$ cat config.mk
export PLATFORM = sky130hd
export DESIGN_NAME = trap_ctrl
export DESIGN_NICKNAME = d
export VERILOG_FILES = /design/src/rtl/trap_ctrl.sv
export SDC_FILE = /design/constraint.sdc
export NUM_CORES = 1
export LEC_CHECK = 0
export BUFFER_PORTS_ARGS = -buffer_cell sky130_fd_sc_hd__buf_2
export CORE_AREA = 5 5 82 84
export CTS_CLUSTER_DIAMETER = 100
export DETAILED_ROUTE_END_ITERATION = 6
export DIE_AREA = 0 0 87 89
export PLACE_DENSITY = 0.95
export SLEW_MARGIN = 10
export SYNTH_ARGS = -nofsm -noshare
export SYNTH_HDL_FRONTEND = slang
export SYNTH_SLANG_ARGS = --single-unit
$ cat constraint.sdc
create_clock -name clk_i -period 4.65 [get_ports clk_i]
set_input_delay 0.93 -clock clk_i [delete_from_list [all_inputs] [get_ports clk_i]]
set_output_delay 0.93 -clock clk_i [all_outputs]
set_load 0.01 [all_outputs]
$ cat src/rtl/trap_ctrl.sv
// -----------------------------------------------------------------------------
// trap_ctrl -- interrupt / WFI / MRET control for a single-hart in-order core.
//
// Sequences interrupt entry, wait-for-interrupt and return-from-trap. The
// controller sits beside the EX stage: it watches the instruction in EX, the
// synchronized interrupt lines and the CSR enable bits. It freezes or flushes
// the front of the pipe and overrides the PC when a trap is taken or an MRET
// retires.
//
// Optional feature (compile-time macro):
//   TRAP_CTRL_TIMER_INT_EN  defined   -> the timer interrupt path is built
//                                        (synchronizer, pending bit, cause 7).
//                           undefined -> irq_timer_i / mie_mtie_i are ignored,
//                                        mip_mtip_o is tied to 0 and only the
//                                        external cause (32'h8000_000B) is used.
//
// Ports:
//   clk_i            core clock, rising-edge active
//   rst_i            asynchronous active-high reset
//   pc_i             address of the instruction currently in EX
//   is_wfi_i         WFI decoded in EX (one-cycle valid)
//   is_mret_i        MRET decoded in EX (one-cycle valid)
//   irq_ext_i        external interrupt line, asynchronous, level-sensitive
//   irq_timer_i      timer interrupt line, level-sensitive
//   mstatus_mie_i    global interrupt enable
//   mie_meie_i       external interrupt enable
//   mie_mtie_i       timer interrupt enable
//   mepc_in_i        current mepc, MRET return target
//   stall_o          freeze IF/ID/EX
//   flush_o          kill IF/ID/EX contents this cycle
//   redirect_o       PC override valid
//   redirect_pc_o    PC override target
//   mepc_we_o        mepc write strobe
//   mepc_wdata_o     mepc write data
//   mcause_o         cause of the last trap taken (registered)
//   trap_enter_o     one-cycle strobe: mstatus MPIE<=MIE, MIE<=0
//   mret_done_o      one-cycle strobe: mstatus MIE<=MPIE, MPIE<=1
//   mip_meip_o       synchronized external pending bit
//   mip_mtip_o       synchronized timer pending bit
// -----------------------------------------------------------------------------
module trap_ctrl (
   input  logic        clk_i,
   input  logic        rst_i,
   input  logic [31:0] pc_i,
   input  logic        is_wfi_i,
   input  logic        is_mret_i,
   input  logic        irq_ext_i,
   input  logic        irq_timer_i,
   input  logic        mstatus_mie_i,
   input  logic        mie_meie_i,
   input  logic        mie_mtie_i,
   input  logic [31:0] mepc_in_i,
   output logic        stall_o,
   output logic        flush_o,
   output logic        redirect_o,
   output logic [31:0] redirect_pc_o,
   output logic        mepc_we_o,
   output logic [31:0] mepc_wdata_o,
   output logic [31:0] mcause_o,
   output logic        trap_enter_o,
   output logic        mret_done_o,
   output logic        mip_meip_o,
   output logic        mip_mtip_o
);

   localparam logic [31:0] TrapVector  = 32'h0001_0000;
   localparam logic [31:0] CauseExt    = 32'h8000_000B;
   localparam logic [31:0] CauseTimer  = 32'h8000_0007;
   localparam logic [31:0] InstrBytes  = 32'd4;

   typedef enum logic [1:0] {
      StRun,
      StWfiWait,
      StTrap,
      StMret
   } state_e;

   state_e      state_q, state_d;
   logic [31:0] epc_q, epc_d;
   logic [31:0] mcause_q, mcause_d;

   // --------------------------------------------------------------------------
   // Interrupt synchronizers
   // --------------------------------------------------------------------------
   logic ext_meta_q, ext_sync_q;

   always_ff @(posedge clk_i or posedge rst_i) begin
      if (rst_i) begin
         ext_meta_q <= 1'b0;
         ext_sync_q <= 1'b0;
      end else begin
         ext_meta_q <= irq_ext_i;
         ext_sync_q <= ext_meta_q;
      end
   end

   logic ext_pend;
   logic tmr_pend;

   assign ext_pend   = ext_sync_q & mie_meie_i;
   assign mip_meip_o = ext_sync_q;

`ifdef TRAP_CTRL_TIMER_INT_EN
   logic tmr_meta_q, tmr_sync_q;

   always_ff @(posedge clk_i or posedge rst_i) begin
      if (rst_i) begin
         tmr_meta_q <= 1'b0;
         tmr_sync_q <= 1'b0;
      end else begin
         tmr_meta_q <= irq_timer_i;
         tmr_sync_q <= tmr_meta_q;
      end
   end

   assign tmr_pend   = tmr_sync_q & mie_mtie_i;
   assign mip_mtip_o = tmr_sync_q;
`else
   // Timer path not built: inputs kept on the port list but deliberately unused.
   logic unused_timer;
   assign unused_timer = irq_timer_i ^ mie_mtie_i;
   assign tmr_pend     = 1'b0;
   assign mip_mtip_o   = 1'b0;
`endif

   // --------------------------------------------------------------------------
   // Trap decision
   // --------------------------------------------------------------------------
   logic        wake;
   logic        take;
   logic [31:0] trap_cause;

   // wake ignores the global enable so WFI can resume with interrupts masked.
   assign wake       = ext_pend | tmr_pend;
   assign take       = mstatus_mie_i & wake;
   // External interrupt has priority when both are pending.
   assign trap_cause = ext_pend ? CauseExt : CauseTimer;

   // --------------------------------------------------------------------------
   // State register
   // --------------------------------------------------------------------------
   always_ff @(posedge clk_i or posedge rst_i) begin
      if (rst_i) begin
         state_q  <= StRun;
         epc_q    <= 32'h0;
         mcause_q <= 32'h0;
      end else begin
         state_q  <= state_d;
         epc_q    <= epc_d;
         mcause_q <= mcause_d;
      end
   end

   // --------------------------------------------------------------------------
   // Next state
   // --------------------------------------------------------------------------
   always_comb begin
      state_d  = state_q;
      epc_d    = epc_q;
      mcause_d = mcause_q;
      case (state_q)
         StRun: begin
            // A pending interrupt beats MRET/WFI in EX; that instruction is
            // flushed and re-executed after the handler returns.
            if (take) begin
               state_d  = StTrap;
               epc_d    = pc_i;
               mcause_d = trap_cause;
            end else if (is_mret_i) begin
               state_d = StMret;
            end else if (is_wfi_i) begin
               state_d = StWfiWait;
               epc_d   = pc_i + InstrBytes;  // resume after the WFI, wraps mod 2^32
            end
         end
         StWfiWait: begin
            if (wake) begin
               if (mstatus_mie_i) begin
                  state_d  = StTrap;
                  mcause_d = trap_cause;
               end else begin
                  state_d = StRun;
               end
            end
         end
         StTrap:  state_d = StRun;
         StMret:  state_d = StRun;
         default: state_d = StRun;
      endcase
   end

   // --------------------------------------------------------------------------
   // Outputs: pure decodes of the current state
   // --------------------------------------------------------------------------
   always_comb begin
      stall_o       = 1'b0;
      flush_o       = 1'b0;
      redirect_o    = 1'b0;
      redirect_pc_o = 32'h0;
      mepc_we_o     = 1'b0;
      trap_enter_o  = 1'b0;
      mret_done_o   = 1'b0;
      case (state_q)
         StWfiWait: begin
            stall_o = 1'b1;
         end
         StTrap: begin
            flush_o       = 1'b1;
            redirect_o    = 1'b1;
            redirect_pc_o = TrapVector;
            mepc_we_o     = 1'b1;
            trap_enter_o  = 1'b1;
         end
         StMret: begin
            flush_o       = 1'b1;
            redirect_o    = 1'b1;
            redirect_pc_o = mepc_in_i;
            mret_done_o   = 1'b1;
         end
         default: ;
      endcase
   end

   assign mepc_wdata_o = epc_q;
   assign mcause_o     = mcause_q;

endmodule

Word level (Yosys, flattened, before mapping):

Cells that the tools add are included.

* register bits after elaboration: 68
* logic and storage cells: 42

* $add $sub $neg: 1
* eq/ne operators: 8
* mux-type cells: 19
* bitwise operators: 2
* reductions and logical operators: 7

Operator list (count)
* 2-to-1 mux 32 bit: 6
* case mux 32 bit (2 select lines): 2
* adder 32 x 3 -> 32 bit, second input constant: 1
* 2-to-1 mux 2 bit: 5
* != test 2 bit, second input constant: 3
* case mux 2 bit (3 select lines): 1
* equality test 2 bit, second input constant: 2
* 2-to-1 mux 1 bit: 4
* 2-to-1 mux 4 bit: 1
* != test 4 bit, second input constant: 1
* AND reduction 4 bit: 1
* nonzero test 2 bit: 2
* AND reduction 3 bit: 1
* AND 1 bit: 2
* equality test 2 x 1 -> 1 bit, second input constant: 1
* logical NOT 2 bit: 1
* != test 2 x 1 -> 1 bit, second input constant: 1
* AND reduction 2 bit: 1
* OR reduction 2 bit: 1

Longest topological paths before layout:

* depth in word-level cells: 5
* depth in mapped cells: 6
* depth with buffers taken out: 5

Worst setup path before layout:

No wires, ideal clock.

* kind: input to output
* from: in mepc_in_i[16]
* to: out redirect_pc_o[16]
* arrival time: 1.233 ns
* slack: 2.487 ns
* stages: 2
* path buffers: 0
* cells stage by stage: inv_1 a21boi_0

* word-level cells in the longest chain between the ends: 1

Ends and longest elaborated chain
* start, declared: line 52 `input logic [31:0] mepc_in_i,`
* case mux 32 bit (2 select lines): line 203 `case (state_q)`
* end, declared: line 56 `output logic [31:0] redirect_pc_o,`

Every way passes these cells.

Worst setup path after layout:

* from: reg state_q[1]
* to: out redirect_pc_o[17]

* word-level cells in the longest chain between the ends: 2
* elaborated cells between the ends (all ways): 3
* those cells by class: eq/ne (2); mux (1)

Ends and longest elaborated chain
* start, declared: line 78 `state_e state_q, state_d;`
* start signal, assigned: line 144 `state_q <= StRun;`
* start signal, assigned: line 148 `state_q <= state_d;`
* equality test 2 bit: line 203
* case mux 32 bit (2 select lines) (*): line 203

Mark *: on every way between the ends. The rest lies on a longest branch, timed or not.

==> results.yml <==
sta:
  worst_pin_slew_ns: 1.033
  post-route-period-util_pct: 57.44
  setup_viol: 0
  finalMaxSlewViolations: 0
  hold_viol_final: 0
  rsz0062_at_grt: "false"
  setup_slack_ns: 1.979
  slew_headroom_pct: 31.14
  setup_total_negative_slack_ns: 0
  whs_ns: 0.3518
  clock_skew_ns: 0.006304
  min_period_ns: 2.671
  clock.fmax_ghz: 0.3744
global_route:
  grt_first_pass_wirelength_um: 10870
  grt_util_all_layers_pct: 17.36
  grt_pass1_vias: 2363
  grt_max_degree: 45
  grt.overflow.total: 0
  antenna_found_initial: 0
final_layout:
  final_layout_size_suffix_gt1_share_pct: 38.23
  final_common_cell: "buf_2"
  nNetsFinal: 502
  final_cell_area_um2: 3286
  layout_common_cells: "buf_2, dfrtp_1, and3_1"
  diodes: 0
  fin_cells: 504
  area_growth_syn_to_layout_pct: 27.04
power_and_ir_drop:
  p_int_w: 0.0007801
  power_density_nw_per_um2: 375.0
  p_clk_share_pct: 20.2
  sequentialPowerShare_pct: 43.7
  p_leak_nw: 1.732
  p_switching_w: 0.0004521
  pwr-share-comb_pct: 36.2
  swShare_pct: 36.69
  ir_drop_v: 0.0001888
drt:
  dr.pass1.iters: 4
  avgRoutedWirePerCell_um: 14.59
  drt_iter0_drc: 103
  vias: 2602
  postRouteAntennaNets: 0
  route.detailed.drc: 0
  drt_wl_total_um: 7354
  vias_per_cell: 5.163
flow_run:
  drv_cap: 0
critical_path:
  cp-start-kind: "flip-flop"
  path_max_fanout: 44
  cp.required_ns: 3.72
  crit_type: "reg -> out"
  crit_arrival_ns: 1.74
  crit_path_end_kind: "output pin"
floorplanning:
  die_h_um: 89
  fp.dieW_um: 87
  core.rowCount: 28
  die-area_um2: 7743
  ios: 177
  design.core.area_um2: 5851
  start_util_pct: 44.20
cts:
  cts_buffers: 5
  postCtsSetupBuffers: 0
  cts_resized: 0
  clockBufferDepth: 2
  clk_latency_ns: 0.28
  cts_tree: "yes"
  clock-sinks: 39
  clk_pin_slew_ns: 0.08
  ctsRootBufferMaster: "clkbuf_8"
  h-tree-depth: 2
  cts_hold_buf: 0
synthesis:
  ys_ff_latch: 39
  synth.avg_cell_area_um2: 8.650
  synth_cell_types: 41
  synth_cells: 299
  yosysSeqAreaShare_pct: 37.74
  synth_edf_count: 0
  ys_async_sr_fraction_pct: 100.0
  synthTopCellsByArea: "dfrtp_1, buf_4, and3_1"
  yosysWarnings: 0
  yosysTopAreaCell: "dfrtp_1"
  synth_top_area_share_pct: 37.74
  synthFlopType: "dfrtp_1"
  netlist_area_um2: 2586
place:
  hpwl_um: 5694
  post_dp_cell_area_um2: 3186
  io_buffers: 146
  pre_cts_slack_ns: 1.845
  dp_cells: 496
  globalplace.congestion: 0.7876
worst_hold_path:
  hp-class: "reg -> reg"
status:
  outcome: "finished, final reports clean"
worst max-delay path: stages, from the launching register on:
cell,delay [ns]
dfrtp_1,1.03
and3_1,0.29
buf_2,0.14
flip-flops by register name, summed over array words and instances (netlist names):
name,cells
ext_meta_q,1
mcause_o,3
mepc_wdata_o,32
mip_meip_o,1
state_q,2
power by group through the flow:
stage / clock (W) / sequential (W) / combinational [W]
final: 0.000249 / 0.000538 / 0.000446
after global routing: 0.000272 / 0.000557 / 0.000496
after CTS: 0.000255 / 0.000538 / 0.000452
after detailed placement: 0 / 0.000543 / 0.000452
after global placement: 0 / 0.000536 / 0.000437
after floorplan: 0 / 0.000572 / 0.000218
area by class of cell:
type	count	area, um2
fillers	536	2565
multi-input cells	229	1351
flip-flops and latches	39	975.9
repair buffers	148	745.7
clock buffers	8	100.1
well taps	75	93.84
inverters	5	18.77
Yosys cell counts, types with 6 or more instances:
cell type	n
o21ai_0	17
and3_1	32
nor2_1	17
nand2_1	28
clkbuf_1	13
buf_4	33
nand4_1	9
o31ai_1	10
or3_1	7
or4_1	13
nand3_1	13
dfrtp_1	39
a31oi_1	16
xor2_1	6
stage by stage:
step | util (%) | power, W
2_1_floorplan | - | 0.0007903
3_3_place_gp | 54.45 | 0.0009730
3_5_place_dp | 54.45 | 0.0009950
4_1_cts | 56.16 | 0.001244
5_1_grt | 56.16 | 0.001326
6_report | 56.16 | 0.001232
final timing paths:
path | from | end | slack (ns) | cells past startpoint
worst max-delay path | state_q[1] | redirect_pc_o[17] | 1.98 | 2
worst min-delay path | ext_meta_q | mip_meip_o | 0.35 | 0
worst max register to register | state_q[1] | mepc_wdata_o[16] | 2.31 | 3
worst min register to register | ext_meta_q | mip_meip_o | 0.35 | 0
max in group asynchronous | rst_i | mepc_wdata_o[11] | 3.55 | 3
min in group asynchronous | rst_i | mepc_wdata_o[7] | 0.76 | 3
metal layers:
| layer | GRT usage [%] | wire (um) | part of all wire [%] | vias up |
|---|---|---|---|---|
| met1 | 21.33 | 2952 | 40 | 1189 |
| met3 | 3.594 | 565 | 7.7 | 16 |
| met2 | 29.88 | 3652 | 50 | 112 |
| met5 | 0 | 0 | 0 | - |
| li1 | - | - | - | 1285 |
| met4 | 6.799 | 183 | 2.5 | 0 |
logic make-up (layout without fill, tap and decap cells):
kind of cell / Yosys count / after routing / synth area share [%]
xor gates and xnor gates: 9 / 9 / 3.048
other: 1 / 28 / 0.1450
and+or+nand+nor: 135 / 135 / 30.29
adders and majority gates: 1 / 1 / 0.4837
DFF: 39 / 39 / 37.74
muxes: 1 / 1 / 0.3870
buffers and inverters: 58 / 161 / 14.42
AOI/OAI and AO/OA: 55 / 55 / 13.50
(Power assumes the default switching activity.)
